<file path="src/rtl/regfile_scoreboard_if.sv">
// regfile_scoreboard_if: decode/writeback bus (read ports, write port, issue, scoreboard) of the register file
interface regfile_scoreboard_if #(
  parameter int DATA_W = 32,
  parameter int ADDR_W = 3
);
  logic [ADDR_W-1:0]      read_reg_1, read_reg_2;
  logic [DATA_W-1:0]      read_data_1, read_data_2;
  logic                   read_pending_1, read_pending_2;
  logic [ADDR_W-1:0]      write_reg;
  logic [DATA_W-1:0]      write_data;
  logic                   RegWrite;
  logic                   issue_valid;
  logic [ADDR_W-1:0]      issue_reg;
  logic                   issue_ready;
  logic [2**ADDR_W-1:0]   pending_mask;
  modport master (
    output read_reg_1, read_reg_2, write_reg, write_data, RegWrite, issue_valid, issue_reg,
    input  read_data_1, read_data_2, read_pending_1, read_pending_2, issue_ready, pending_mask
  );
  modport slave (
    input  read_reg_1, read_reg_2, write_reg, write_data, RegWrite, issue_valid, issue_reg,
    output read_data_1, read_data_2, read_pending_1, read_pending_2, issue_ready, pending_mask
  );
endinterface

</file>
<file path="src/rtl/regfile_scoreboard.sv">
// regfile_scoreboard: 2R/1W register file with optional zero reg and bypass, plus pending scoreboard; ports clk, rst, bus (slave)
module regfile_scoreboard #(
  parameter int DATA_W   = 32,
  parameter int ADDR_W   = 3,
  parameter int ZERO_REG = 0,
  parameter int BYPASS   = 1
) (
  input logic                  clk,
  input logic                  rst,
  regfile_scoreboard_if.slave  bus
);
  localparam int NUM_REGS = 2**ADDR_W;
  logic [DATA_W-1:0]   mem [NUM_REGS];
  logic [NUM_REGS-1:0] pending, pending_nxt, wr_bit, iss_bit;
  logic                wr_eff, byp_1, byp_2, issue_acc;
  always_comb begin
    wr_eff    = bus.RegWrite && !(ZERO_REG != 0 && bus.write_reg == '0);
    byp_1     = BYPASS != 0 && wr_eff && bus.write_reg == bus.read_reg_1;
    byp_2     = BYPASS != 0 && wr_eff && bus.write_reg == bus.read_reg_2;
    bus.read_data_1 = byp_1 ? bus.write_data :
                      (ZERO_REG != 0 && bus.read_reg_1 == '0) ? '0 : mem[bus.read_reg_1];
    bus.read_data_2 = byp_2 ? bus.write_data :
                      (ZERO_REG != 0 && bus.read_reg_2 == '0) ? '0 : mem[bus.read_reg_2];
    bus.read_pending_1 = pending[bus.read_reg_1] && !byp_1;
    bus.read_pending_2 = pending[bus.read_reg_2] && !byp_2;
    bus.issue_ready = !pending[bus.issue_reg] || (wr_eff && bus.write_reg == bus.issue_reg);
    issue_acc = bus.issue_valid && bus.issue_ready && !(ZERO_REG != 0 && bus.issue_reg == '0);
    wr_bit    = {{(NUM_REGS-1){1'b0}}, wr_eff} << bus.write_reg;
    iss_bit   = {{(NUM_REGS-1){1'b0}}, issue_acc} << bus.issue_reg;
    // set after clear: a new producer issued alongside the writeback keeps the register pending
    pending_nxt = (pending & ~wr_bit) | iss_bit;
  end
  assign bus.pending_mask = pending;
  always_ff @(posedge clk) begin
    if (rst) begin
      pending <= '0;
      for (int i = 0; i < NUM_REGS; i++) mem[i] <= '0;
    end else begin
      pending <= pending_nxt;
      if (wr_eff) mem[bus.write_reg] <= bus.write_data;
    end
  end
endmodule

</file>
<file path="src/flat_wrapper.sv">
// flat-port wrapper written by rule: the top's interface ports become plain ports
module regfile_scoreboard_flat 
#(
  parameter int DATA_W   = 32,
  parameter int ADDR_W   = 3,
  parameter int ZERO_REG = 0,
  parameter int BYPASS   = 1
)
  (clk, rst, bus_read_reg_1, bus_read_reg_2, bus_write_reg, bus_write_data, bus_RegWrite, bus_issue_valid, bus_issue_reg, bus_read_data_1, bus_read_data_2, bus_read_pending_1, bus_read_pending_2, bus_issue_ready, bus_pending_mask);
  regfile_scoreboard_if #(.DATA_W(DATA_W), .ADDR_W(ADDR_W)) bus_i ();
  input logic clk;
  input logic rst;
  input wire logic [$bits(bus_i.read_reg_1)-1:0] bus_read_reg_1;
  input wire logic [$bits(bus_i.read_reg_2)-1:0] bus_read_reg_2;
  input wire logic [$bits(bus_i.write_reg)-1:0] bus_write_reg;
  input wire logic [$bits(bus_i.write_data)-1:0] bus_write_data;
  input wire logic [$bits(bus_i.RegWrite)-1:0] bus_RegWrite;
  input wire logic [$bits(bus_i.issue_valid)-1:0] bus_issue_valid;
  input wire logic [$bits(bus_i.issue_reg)-1:0] bus_issue_reg;
  output wire logic [$bits(bus_i.read_data_1)-1:0] bus_read_data_1;
  output wire logic [$bits(bus_i.read_data_2)-1:0] bus_read_data_2;
  output wire logic [$bits(bus_i.read_pending_1)-1:0] bus_read_pending_1;
  output wire logic [$bits(bus_i.read_pending_2)-1:0] bus_read_pending_2;
  output wire logic [$bits(bus_i.issue_ready)-1:0] bus_issue_ready;
  output wire logic [$bits(bus_i.pending_mask)-1:0] bus_pending_mask;
  assign bus_i.read_reg_1 = bus_read_reg_1;
  assign bus_i.read_reg_2 = bus_read_reg_2;
  assign bus_i.write_reg = bus_write_reg;
  assign bus_i.write_data = bus_write_data;
  assign bus_i.RegWrite = bus_RegWrite;
  assign bus_i.issue_valid = bus_issue_valid;
  assign bus_i.issue_reg = bus_issue_reg;
  assign bus_read_data_1 = bus_i.read_data_1;
  assign bus_read_data_2 = bus_i.read_data_2;
  assign bus_read_pending_1 = bus_i.read_pending_1;
  assign bus_read_pending_2 = bus_i.read_pending_2;
  assign bus_issue_ready = bus_i.issue_ready;
  assign bus_pending_mask = bus_i.pending_mask;
  regfile_scoreboard #(.DATA_W(DATA_W), .ADDR_W(ADDR_W), .ZERO_REG(ZERO_REG), .BYPASS(BYPASS)) u_core (.clk(clk), .rst(rst), .bus(bus_i));
endmodule
</file>
<file path="config.mk">
export PLATFORM = sky130hd
export DESIGN_NAME = regfile_scoreboard_flat
export DESIGN_NICKNAME = d
export VERILOG_FILES = /design/src/rtl/regfile_scoreboard_if.sv /design/src/rtl/regfile_scoreboard.sv /design/src/flat_wrapper.sv
export SDC_FILE = /design/constraint.sdc
export NUM_CORES = 1
export LEC_CHECK = 0
export ABC_AREA = 1
export ABC_CLOCK_PERIOD_IN_PS = 2900
export CORE_MARGIN = 1.5
export CORE_UTILIZATION = 49
export CTS_CLUSTER_DIAMETER = 60
export DETAILED_ROUTE_END_ITERATION = 12
export HOLD_SLACK_MARGIN = 0.08
export PLACE_DENSITY = 0.69
export SLEW_MARGIN = 0
export SYNTH_ARGS = -nofsm -noshare
export SYNTH_HDL_FRONTEND = slang
export SYNTH_SLANG_ARGS = --single-unit
</file>
<file path="constraint.sdc">
create_clock -name clk -period 2.9 [get_ports clk]
set_input_delay 0.725 -clock clk [delete_from_list [all_inputs] [get_ports clk]]
set_output_delay 0.725 -clock clk [all_outputs]
set_load 0.02 [all_outputs]
</file>
# After elaboration in Yosys (flattened, before gate mapping)

Memory sizes are Yosys's and may differ from the RTL's.
Cells that the tools add are included.
W data, S select, Z words.

Output and inout port bits: 75
Bits in writable memories: 256
Input port bits: 48
Register bits after elaboration: 8
Memories kept: 1
Logic and storage cells: 40

Memory list:

| name       | words | width | rd ports | clocked after Yosys merged registers in | write ports | line                     | source |
|---|---|---|---|---|---|---|---|
| u_core.mem | 8     | 32    | 2        | 0                                       | 8           | regfile_scoreboard.sv:13 | `logic [DATA_W-1:0] mem [NUM_REGS];` |

Equal/unequal tests: 3
Bitwise logic cells: 3
Order comparisons: 3
Muxes and demuxes: 16
Reduce and logical (&&, ||, !) cells: 11
Shifts and indexed selects: 2

Operators with widths:

| cell                 | count |
|---|---|
| $mux W32             | 3 |
| $reduce_or A32 Y1    | 1 |
| $shl A1 B3 Y8        | 2 |
| $lt A3 B4 Y1 const B | 3 |
| $bmux W1 S3          | 3 |
| $eq A3 B3 Y1         | 3 |
| $mux W1              | 9 |
| $and A8 B8 Y8        | 1 |
| $not A8 Y8           | 1 |
| $or A8 B8 Y8         | 1 |
| $logic_and A1 B1 Y1  | 6 |
| $logic_not A1 Y1     | 3 |
| $mux W3              | 1 |
| $logic_or A1 B1 Y1   | 1 |

# Depth between registers and ports, before layout

Depth in word-level cells: 7
Gate-level depth with buffers: 9
Mapped depth without buffers: 8

# Least setup slack after synthesis

OpenSTA, ideal clock, no wires.

Kind: input port to output port
From: input bus_read_reg_2[1]
To: output bus_read_pending_2
Data required time: 2.175 ns
Arrival time: 1.845 ns
Stages on the path: 8
Slack: 0.330 ns
Path through: buf_2 -> buf_2 -> buf_2 -> a21oi_1 -> o21ai_0 -> o211ai_1 -> nand2_1 -> a21oi_1

Cells in the longest elaborated chain, start to end: 4

RTL lines:

| item                                                                | line                     | source |
|---|---|---|
| start, declared                                                     | flat_wrapper.sv:14       | `input wire logic [$bits(bus_i.read_reg_2)-1:0] bus_read_reg_2;` |
| parallel branches: the longest is 3 deep, another holds $bmux W1 S3 | n/a                      |  |
| $logic_and A1 B1 Y1 *                                               | regfile_scoreboard.sv:25 | `bus.read_pending_2 = pending[bus.read_reg_2] && !byp_2;` |
| end, declared                                                       | flat_wrapper.sv:23       | `output wire logic [$bits(bus_i.read_pending_2)-1:0] bus_read_pending_2;` |

Mark *: on every way between the ends. The select of a mux whose other input is x is not followed.

# Final worst setup path

From: input bus_write_reg[0]
To: output bus_read_data_2[1]

Cells in the longest elaborated chain, start to end: 3

RTL lines:

| item                | line                     | source |
|---|---|---|
| start, declared     | flat_wrapper.sv:15       | `input wire logic [$bits(bus_i.write_reg)-1:0] bus_write_reg;` |
| $eq A3 B3 Y1        | regfile_scoreboard.sv:19 | `byp_2 = BYPASS != 0 && wr_eff && bus.write_reg == bus.read_reg_2;` |
| $logic_and A1 B1 Y1 | regfile_scoreboard.sv:19 |  |
| $mux W32            | regfile_scoreboard.sv:22 | `bus.read_data_2 = byp_2 ? bus.write_data :` |
| end, declared       | flat_wrapper.sv:21       | `output wire logic [$bits(bus_i.read_data_2)-1:0] bus_read_data_2;` |

No other way between the ends.

==> summary by stage <==
STA
The number of pins with negative max-slew slack in the final report is 0. The setup violation total in the final timing report is 2. For the pin with the worst max-slew slack, the measured transition is 0.638 ns. The share of the cycle needed by the critical path after routing is 101%. Setup repair after global routing could not meet its margin everywhere. The final setup skew is ~0.004 ns. Static timing analysis puts the maximum clock frequency at between 300 and 400 MHz.

The final setup slack of the worst path is -0.0174 ns. The worst slew margin relative to its limit is between 50% and 60%. The shortest clock period the worst path allows after layout is approximately 3 ns. The total count of hold-check failures in the final report was 0.

Routing
The first TritonRoute pass finished after 6 iterations. The count of antenna-violating nets left after detailed routing is 0. In the final routed layout, each cell accounts on average for 20.5 um.

The number of design rule violations left after detail routing is 0. After the first detailed-routing iteration, the DRC count stood at 1,557. The routed design has roughly 48,000 um of wire.

The average vias per placed instance is 5.99. The routed layout has 14,000 vias.

Cells and area
The final-layout fill cell count is about 2,500. Once layout is done, the placed cells without fillers occupy roughly 18,000 um^2. In the final layout, flip-flops and latches occupy 7850 um^2.

The post-layout net count is about 2,000. The multi-input combinational cell area is 5540 um^2. The post-route non-filler standard cell count is roughly 2,300. The fraction of final layout cells sized beyond drive strength 1 is 15.8%. The signed area change from the synthesized netlist to the final layout is 23.5%.

The repair_antennas step left the layout with diodes totalling 0.

Floorplanning
The die is about 180 um tall. The core region is 29,700 um^2. The die covers 31,200 um^2. Row generation in the floorplan step produced between 60 and 70 rows. The chip width is about 180 um.

The initial utilization of the core area, before any placement, comes to 49.8%. In this run the count of I/O pins placed on the die edge is about 120.

Min path
The start point of the worst min-delay path is u_core.bus.pending_mask[5]. The tightest min-delay check is of the flip-flop to flip-flop type. The worst hold path passes through 3 cells. The end of the worst hold path is u_core.bus.pending_mask[5].

Worst setup path
The critical path is of the input pin to primary output type. The cell that appears most often on the critical path is sky130_fd_sc_hd__o22ai_1. The cell count along the critical path is 9. The setup slack of the worst register-to-register path is around 1.7 ns. STA puts the critical path data arrival time at around 2.2 ns. The required arrival time at the worst endpoint is ~2.2 ns. The count of buffering cells on the critical path with inverters included is 5. The path depth of the worst reg2reg path is 8. In this run the critical register-to-register path is launched from u_core.bus.pending_mask[6]. Along the worst path, the maximum fanout reaches 7.

The type of destination of the critical path is a primary output. The signal on the critical path passes through buf_2 -> inv_2 -> o22ai_1 -> a21oi_1 -> nand2_4 -> clkbuf_16 -> o22ai_1 -> buf_4 -> clkdlybuf4s15_2. In this design, the stage delay of the slowest critical-path cell is about 0.25 ns. The kind of cell with the highest combined delay along the critical path is buffers and inverters. The destination of the worst register-to-register timing path is u_core.bus.pending_mask[5]. The worst setup path is launched from an input pin. On the critical path, the stage with the largest delay is an instance of sky130_fd_sc_hd__a21oi_1.

Placed design
The area after detailed placement is ~18,000 um^2. The number of I/O port buffers is 122. Once detailed placement completed, the half-perimeter wirelength came to between 20,000 and 30,000 um. Timing analysis after detailed placement gives a worst setup slack of -0.782 ns. Once placement completed, the tool counted placed cells totaling 2,278. The congestion estimate from routability-driven global placement came to 0.881.

Global routing
After global routing the overflow that remains totals 0. The overall routing resource usage is between 30% and 40%. The first-pass GRT wire length is just over 70,000 um.

The number of antenna violations at the first check in global routing came to 1. The number of global-route vias before repair is 13,600. Entering global routing, the biggest net connects 70 pins.

Clock tree
At the later pin of the worst-skew pair, clock insertion delay measures 0.54 ns. CTS built an H-tree with a depth of 1. The number of hold buffers added after CTS is 0. Counting the buffers created by CTS gives 29.

The clock-pin slew of the registers on the worst-case setup and hold paths is roughly 0.050 ns. TritonCTS built the clock tree. The clock root buffer is sky130_fd_sc_hd__clkbuf_16.

The clock net sink count is between 200 and 300. The clock passes through at most 3 buffers.

Power and ir drop
In this run the power density over the cells is approximately 540 nW/um^2. The worst-case IR drop observed on VDD is about 0.36 mV. The analysis attributes to cell leakage a power of about 0.0073 uW.

Yosys
During synthesis, Yosys emitted a total of 0 warnings. The number of enable-type register cells in the synthesized netlist is 256. The area share of the leading cell type in the synthesized netlist is about 52%. The number of different library cells used by synthesis comes to 25. The number of flip-flops and latches in the synthesized netlist is roughly 260. The post-synthesis async set-or-reset flop share is 0%. For this run, the leading register cell type out of synthesis is sky130_fd_sc_hd__edfxtp_1.

Summed over all instances, the cell type with the most area after synthesis is sky130_fd_sc_hd__edfxtp_1. In this run the mean area of a mapped cell was 8.51 um^2. After synthesis, the cell types taking the most area are sky130_fd_sc_hd__edfxtp_1, sky130_fd_sc_hd__nor2_1, sky130_fd_sc_hd__o21ai_0.

After synthesis the cells add up to roughly 15,000 um^2. The number of nets in the synthesized netlist is 1,787. For this run, the register share of the synthesized area comes to a little over half. The cell count after synthesis came out at around 1,700.

Run status
The run finished, with violations left. The final reports fail on setup timing.

Run
Max-cap violations in this run came to 0.
[flip-flops by register name, summed over array words and instances (netlist names)]
register and cells:
u_core.mem 256, u_core.bus.pending_mask 8
[report_power, final]
| group | total [uW] | internal, uW | switching (uW) |
|---|---|---|---|
| Combinational | 1810 | 678 | 1130 |
| Sequential | 4520 | 4420 | 95.0 |
| Clock | 3560 | 2080 | 1480 |
| Total | 9890 | 7180 | 2710 |
[kinds of logic (layout without fill, tap and decap cells)]
group,Yosys count,count (layout),share of synthesized area (%)
buffers and inverters,317,521,9.82
AOI/OAI and AO/OA,535,535,19.9
DFF,264,264,53.0
xor gates and xnor gates,2,2,0.118
and+or+nand+nor,621,621,17.1
[cell usage in the layout, fill, tap and decap left out, types with 2 or more instances in the layout]
cell type                         synthesis  final
sky130_fd_sc_hd__a21oi_1                145    145
sky130_fd_sc_hd__buf_12                   0     43
sky130_fd_sc_hd__buf_2                   63     27
sky130_fd_sc_hd__buf_4                    6    135
sky130_fd_sc_hd__buf_6                   20      3
sky130_fd_sc_hd__bufinv_16                0      3
sky130_fd_sc_hd__clkbuf_1                45      7
sky130_fd_sc_hd__clkbuf_16                0     32
sky130_fd_sc_hd__clkbuf_2                 0     29
sky130_fd_sc_hd__clkdlybuf4s15_1          0      4
sky130_fd_sc_hd__clkdlybuf4s15_2          0      6
sky130_fd_sc_hd__clkdlybuf4s50_1          0     44
sky130_fd_sc_hd__clkinv_1                32     37
sky130_fd_sc_hd__clkinv_2                 0      4
sky130_fd_sc_hd__dfxtp_1                  8      8
sky130_fd_sc_hd__dlygate4sd2_1            0      4
sky130_fd_sc_hd__edfxtp_1               256    256
sky130_fd_sc_hd__inv_1                  133    132
sky130_fd_sc_hd__inv_2                    8      9
sky130_fd_sc_hd__nand2_1                133    123
sky130_fd_sc_hd__nand2_2                  1     10
sky130_fd_sc_hd__nand3_1                131    131
sky130_fd_sc_hd__nand4_1                  6      6
sky130_fd_sc_hd__nor2_1                 344    343
sky130_fd_sc_hd__nor4_1                   6      6
sky130_fd_sc_hd__o211ai_1                86     86
sky130_fd_sc_hd__o21ai_0                216    215
sky130_fd_sc_hd__o21ai_1                 51     50
sky130_fd_sc_hd__o21ai_2                  0      2
sky130_fd_sc_hd__o21bai_1                 8      8
sky130_fd_sc_hd__o22ai_1                 28     27
sky130_fd_sc_hd__xnor2_1                  2      2
[Yosys cell counts (2+ instances only)]
| master | count |
|---|---|
| sky130_fd_sc_hd__nor2_1 | 344 |
| sky130_fd_sc_hd__edfxtp_1 | 256 |
| sky130_fd_sc_hd__o21ai_0 | 216 |
| sky130_fd_sc_hd__a21oi_1 | 145 |
| sky130_fd_sc_hd__inv_1 | 133 |
| sky130_fd_sc_hd__nand2_1 | 133 |
| sky130_fd_sc_hd__nand3_1 | 131 |
| sky130_fd_sc_hd__o211ai_1 | 86 |
| sky130_fd_sc_hd__buf_2 | 63 |
| sky130_fd_sc_hd__o21ai_1 | 51 |
| sky130_fd_sc_hd__clkbuf_1 | 45 |
| sky130_fd_sc_hd__clkinv_1 | 32 |
| sky130_fd_sc_hd__o22ai_1 | 28 |
| sky130_fd_sc_hd__buf_6 | 20 |
| sky130_fd_sc_hd__buf_1 | 9 |
| sky130_fd_sc_hd__dfxtp_1 | 8 |
| sky130_fd_sc_hd__inv_2 | 8 |
| sky130_fd_sc_hd__o21bai_1 | 8 |
| sky130_fd_sc_hd__buf_4 | 6 |
| sky130_fd_sc_hd__nand4_1 | 6 |
| sky130_fd_sc_hd__nor4_1 | 6 |
| sky130_fd_sc_hd__xnor2_1 | 2 |
[cell type report]
class / instances / share of cell area, %
repair buffers: 299 / 15.6
inverters: 173 / 3.55
flip-flops and latches: 264 / 42.9
well taps: 390 / 2.67
multi-input cells: 1158 / 30.3
clock buffers: 36 / 4.11
clock inverters: 13 / 0.753
[stage by stage]
stage / util (%) / power (uW) / hold WS (ns) / TNS [ns]
finish: 61.5 / 9890 / 0.634 / -0.0194
global route: 61.5 / 10200 / 0.669 / -0.548
CTS: 61.8 / 9920 / 0.634 / -0.0177
detailed placement: 59.0 / 6480 / 0.627 / -42.70
global placement: 59.0 / 6430 / 0.610 / -40.59
floorplan: - / 5590 / 0.666 / 0
[how the worst max path moves through the flow]
stage / endpoint / slack [ns] / start
3_5_place_dp: bus_read_pending_2 / -0.78 / bus_write_reg[2]
5_1_grt: bus_read_data_2[1] / -0.09 / bus_write_reg[0]
6_report: bus_read_data_2[1] / -0.02 / bus_write_reg[0]
4_1_cts: bus_read_data_2[1] / -0.02 / bus_write_reg[2]
2_1_floorplan: bus_read_pending_2 / 0.33 / bus_read_reg_2[1]
3_3_place_gp: bus_read_pending_2 / -0.73 / bus_write_reg[2]
[layer usage]
layer / vias up / track usage, % / wire, um
li1: 6403 / - / -
met1: 6542 / 37.7 / 17500
met2: 869 / 51.5 / 22900
met3: 163 / 4.45 / 5220
met4: 2 / 15.6 / 2050
met5: - / 0 / 13
[what timing repair did]
item | in CTS | in global routing
pin swaps | 1 | 3
cloned | 0 | 3
buffers inserted | 1 | 2
setup endpoints to repair | 67 | 66
resized for setup | 166 | 75
[worst register-to-register path: cells and delay by family, from the launching register on]
kind,cells,cell delay [ns]
AO/OA/AOI/OAI,1,0.08
flip-flops,1,0.43
buffers and inverters,1,0.14
AND/OR/NAND/NOR,6,0.48
(Power assumes the default switching activity.)
==> edit 1 (same settings) <==
`pending` no longer has a reset.
--- a/src/rtl/regfile_scoreboard.sv
+++ b/src/rtl/regfile_scoreboard.sv
@@ -34,11 +34,13 @@
   always_ff @(posedge clk) begin
     if (rst) begin
-      pending <= '0;
       for (int i = 0; i < NUM_REGS; i++) mem[i] <= '0;
     end else begin
-      pending <= pending_nxt;
       if (wr_eff) mem[bus.write_reg] <= bus.write_data;
     end
   end
+
+  always_ff @(posedge clk) begin
+    pending <= pending_nxt;
+  end
 endmodule
 
Function: changed (Yosys sat finds a counterexample within 4 cycles, from zero or initial values and one cycle with rst high).
==> edit 1 against the original RTL <==
- clock power up 11%
- setup slack better by 0.044 ns
- synthesized area down 0.30%
- wire length up 2.1%
- non-clock buffer count down 6
- global-route usage up 0.48 points
- first-iteration DRC count up 25%
- sequential cell count unchanged
- total power up 6.7%
- synthesized cell count down 0.23%
- sequential power up 1%
- final area up 1.5%
- critical path depth down 1
- critical path type unchanged
- largest power group unchanged
- highest routed layer is now met4
==> edit 1: results <==
group,metric,value,unit
power,p_comb,2020,uW
yosys,synth_common_cells,"nor2_1, edfxtp_1, o21ai_0, nand2_1, nand3_1",
power,p_leak,0.00753,uW
drt,dr_total_vias,14100,
critical_path,path_max_fanout,14,
global_route,grt_pass1_wl,73.8,mm
drt,drt_iter0_markers,1950,
power,intPower,7620,uW
critical_path,worst_path_largest_cell_delay,0.31,ns
global_route,grt_pass1_vias,13400,
drt,routed_wl,48.8,mm
placed_design,gp_congestion,0.891,
global_route,met2_usage,48.8,%
placed_design,hpwl,29.4,mm
final_layout,drive_gt1_share,17.0,%
global_route,use_met3,5.08,%
yosys,syn_inst,1735,
yosys,yosysWarnings,0,
drt,wl_per_cell,20.9,um
drt,wl_met3,5.78,mm
drt,routed.top_layer,"met4",
timing,slew_headroom,57.3,%
cts,cts_made_buffers,30,
status,status,"complete, no violations",
yosys,synth.area.top_cells,"edfxtp_1, o21ai_0, nor2_1, o211ai_1, nand3_1",
yosys,synth.distinct_cells,28,
power,p_clk,3960,uW
global_route,grt_usage,30.8,%
global_route,antenna_found_initial,0,
yosys,syn_nets,1783,
drt,m1WireLength,18.9,mm
global_route,grt_max_degree,40,
-- edit 1: kinds of logic after synthesis --
kind of cell              Yosys count  synth area share (%)
and+or+nand+nor                   617                  17.1
AOI/OAI and AO/OA                 530                  20.2
buffers and inverters             322                  9.36
DFF                               264                  53.2
xor gates and xnor gates            2                 0.119
-- edit 1: worst min-delay path, cell delays in order (launching register included) --
cell and delay, ns:
dfxtp_1 0.36, inv_1 0.07, nor2_1 0.04, o21bai_1 0.13
-- edit 1: what timing repair did --
action / 4_1_cts / 5_1_grt
resized for setup: 305 / 70
pin swaps: 1 / 9
hold buffers: 0 / 0
cloned: 3 / 1
endpoints found under the setup margin: 67 / 56
buffers inserted: 7 / 1
endpoints found under the hold margin: 0 / 0
-- edit 1: final timing paths --
path | startpoint | end | slack, ns | depth (start not counted)
hold / removal | u_core.bus.pending_mask[0] | u_core.bus.pending_mask[0] | 0.65 | 3
setup / recovery | bus_write_reg[1] | bus_read_data_2[27] | 0.03 | 8
hold reg to reg | u_core.bus.pending_mask[0] | u_core.bus.pending_mask[0] | 0.65 | 3
setup reg to reg | u_core.bus.pending_mask[6] | u_core.bus.pending_mask[0] | 1.63 | 8
-- edit 1: final cells by class --
type,count,area [um2]
tap,390,488
clock buffer,34,787
sequential,264,7850
clock inverter,22,248
multi-input combinational,1149,5650
inverter,179,676
timing repair buffer,293,2850
fill,2502,11100
-- edit 1: per-stage QoR --
| stage | cell area [um2] | total power, uW |
|---|---|---|
| 2_1_floorplan | 14800 | 5710 |
| 3_3_place_gp | 17500 | 6620 |
| 3_5_place_dp | 17500 | 6670 |
| 4_1_cts | 18500 | 10500 |
| 5_1_grt | 18500 | 10900 |
| 6_report | 18500 | 10600 |
==> edit 2 (config.mk and constraints unchanged) <==
Made on the original files. `DATA_W` is set to 32 in 3 places; all go to 16.
--- a/src/rtl/regfile_scoreboard_if.sv
+++ b/src/rtl/regfile_scoreboard_if.sv
@@ -1,5 +1,5 @@
 // regfile_scoreboard_if: decode/writeback bus (read ports, write port, issue, scoreboard) of the register file
 interface regfile_scoreboard_if #(
-  parameter int DATA_W = 32,
+  parameter int DATA_W = 16,
   parameter int ADDR_W = 3
 );
--- a/src/rtl/regfile_scoreboard.sv
+++ b/src/rtl/regfile_scoreboard.sv
@@ -1,5 +1,5 @@
 // regfile_scoreboard: 2R/1W register file with optional zero reg and bypass, plus pending scoreboard; ports clk, rst, bus (slave)
 module regfile_scoreboard #(
-  parameter int DATA_W   = 32,
+  parameter int DATA_W   = 16,
   parameter int ADDR_W   = 3,
   parameter int ZERO_REG = 0,
--- a/src/flat_wrapper.sv
+++ b/src/flat_wrapper.sv
@@ -2,5 +2,5 @@
 module regfile_scoreboard_flat 
 #(
-  parameter int DATA_W   = 32,
+  parameter int DATA_W   = 16,
   parameter int ADDR_W   = 3,
   parameter int ZERO_REG = 0,
Interface: changed (resized bus_read_data_1, bus_read_data_2 and bus_write_data); port bits go from 123 to 75. The function was not compared with the original's and may differ.
==> edit 2 against the original RTL <==
- setup slack better by 0.058 ns
- wire length is 48% lower
- via count fell by 47%
- clock power down 44%
- first-iteration DRC count down 42%
- combinational power shrank 44%
- synthesized area down 47%
- clock skew down 0.0030 ns
- final area shrank 45%
- total power is 46% lower
- sequential cell count down 128
- highest routed layer is now met4
==> edit 2: results <==
group,metric,value,unit
drt,routed.top_layer,"met4",
cts,htreeDepth,4,
placed_design,hpwl,16.7,mm
global_route,grt_pass1_vias,6866,
critical_path,path_max_fanout,6,
global_route,met1_usage,43.1,%
placed_design,place.port_buffers,74,
critical_path,reg2reg_from,"u_core.bus.pending_mask[0]",
critical_path,cp-endpoint,"bus_read_data_2[3]",
final_layout,layout.nets,1087,
placed_design,place_ws,-0.658,ns
yosys,synth.area.top_cells,"edfxtp_1, nor2_1, o21ai_0, o211ai_1, nand3_1",
global_route,grt_pass1_wl,38.4,mm
power,ir_drop,0.408,mV
final_layout,largest_reg_flops,128,
hold_path,hp-start,"u_core.bus.pending_mask[6]",
placed_design,dpl.cell_count,1242,
yosys,syn_nets,952,
placed_design,gp_congestion,0.882,
timing,slew_headroom,71.4,%
drt,dr_total_vias,7396,
yosys,ys_seq_area_share,51.2,%
timing,clock_skew,0.000936,ns
power,p_leak,0.00399,uW
final_layout,final_cells,1279,
yosys,synth_common_cells,"nor2_1, edfxtp_1, o21ai_0, nand2_1, nand3_1",
cts,clock_latency,0.42,ns
drt,drt_iter0_markers,901,
yosys,synth_edf_count,128,
yosys,synth.distinct_cells,28,
drt,wl_met3,2.47,mm
timing,setup_viol,0,
critical_path,critical-path-slowest-cell,"clkdlybuf4s15_1",
yosys,synth_compound_area_share,20.6,%
timing,hold_ws,0.634,ns
cts,cts_made_buffers,17,
drt,m1WireLength,10.3,mm
placed_design,place_area,9440,um2
status,status,"complete, no violations",
hold_path,hold_end,"u_core.bus.pending_mask[6]",
critical_path,worst_path_largest_cell_delay,0.31,ns
final_layout,fillCellCount,1325,
global_route,antenna_found_initial,0,
global_route,grt_max_degree,40,
yosys,syn_inst,920,
critical_path,setup.worst_path.start,"bus_read_reg_2[2]",
global_route,met2_usage,48.6,%
final_layout,drive_gt1_share,18.4,%
drt,met2_length,11.4,mm
critical_path,reg2reg_slack,1.63,ns
cts,cts_buffer_depth,2,
power,p_switching,1480,uW
-- edit 2: area by class of cell --
class,instances,area [um2],area share (%)
Clock buffer,18,429,4.30
Multi-Input combinational cell,617,3060,30.7
Tap cell,211,264,2.65
Sequential cell,136,4000,40.1
Clock inverter,14,110,1.10
Timing Repair Buffer,186,1740,17.5
Inverter,97,368,3.69
-- edit 2: power groups by stage --
stage | sequential (uW) | combinational [uW] | clock (uW)
floorplan | 2340 | 545 | 0
global placement | 2350 | 1020 | 0
detailed placement | 2350 | 1030 | 0
CTS | 2310 | 1010 | 1990
global route | 2320 | 1080 | 2080
finish | 2310 | 1010 | 1980
-- edit 2: what timing repair did --
action / in CTS / in global routing
gates resized for setup: 99 / 38
setup buffers: 2 / 0
cloned: 3 / 0
pin swaps: 4 / 1
endpoints found under the setup margin: 35 / 28
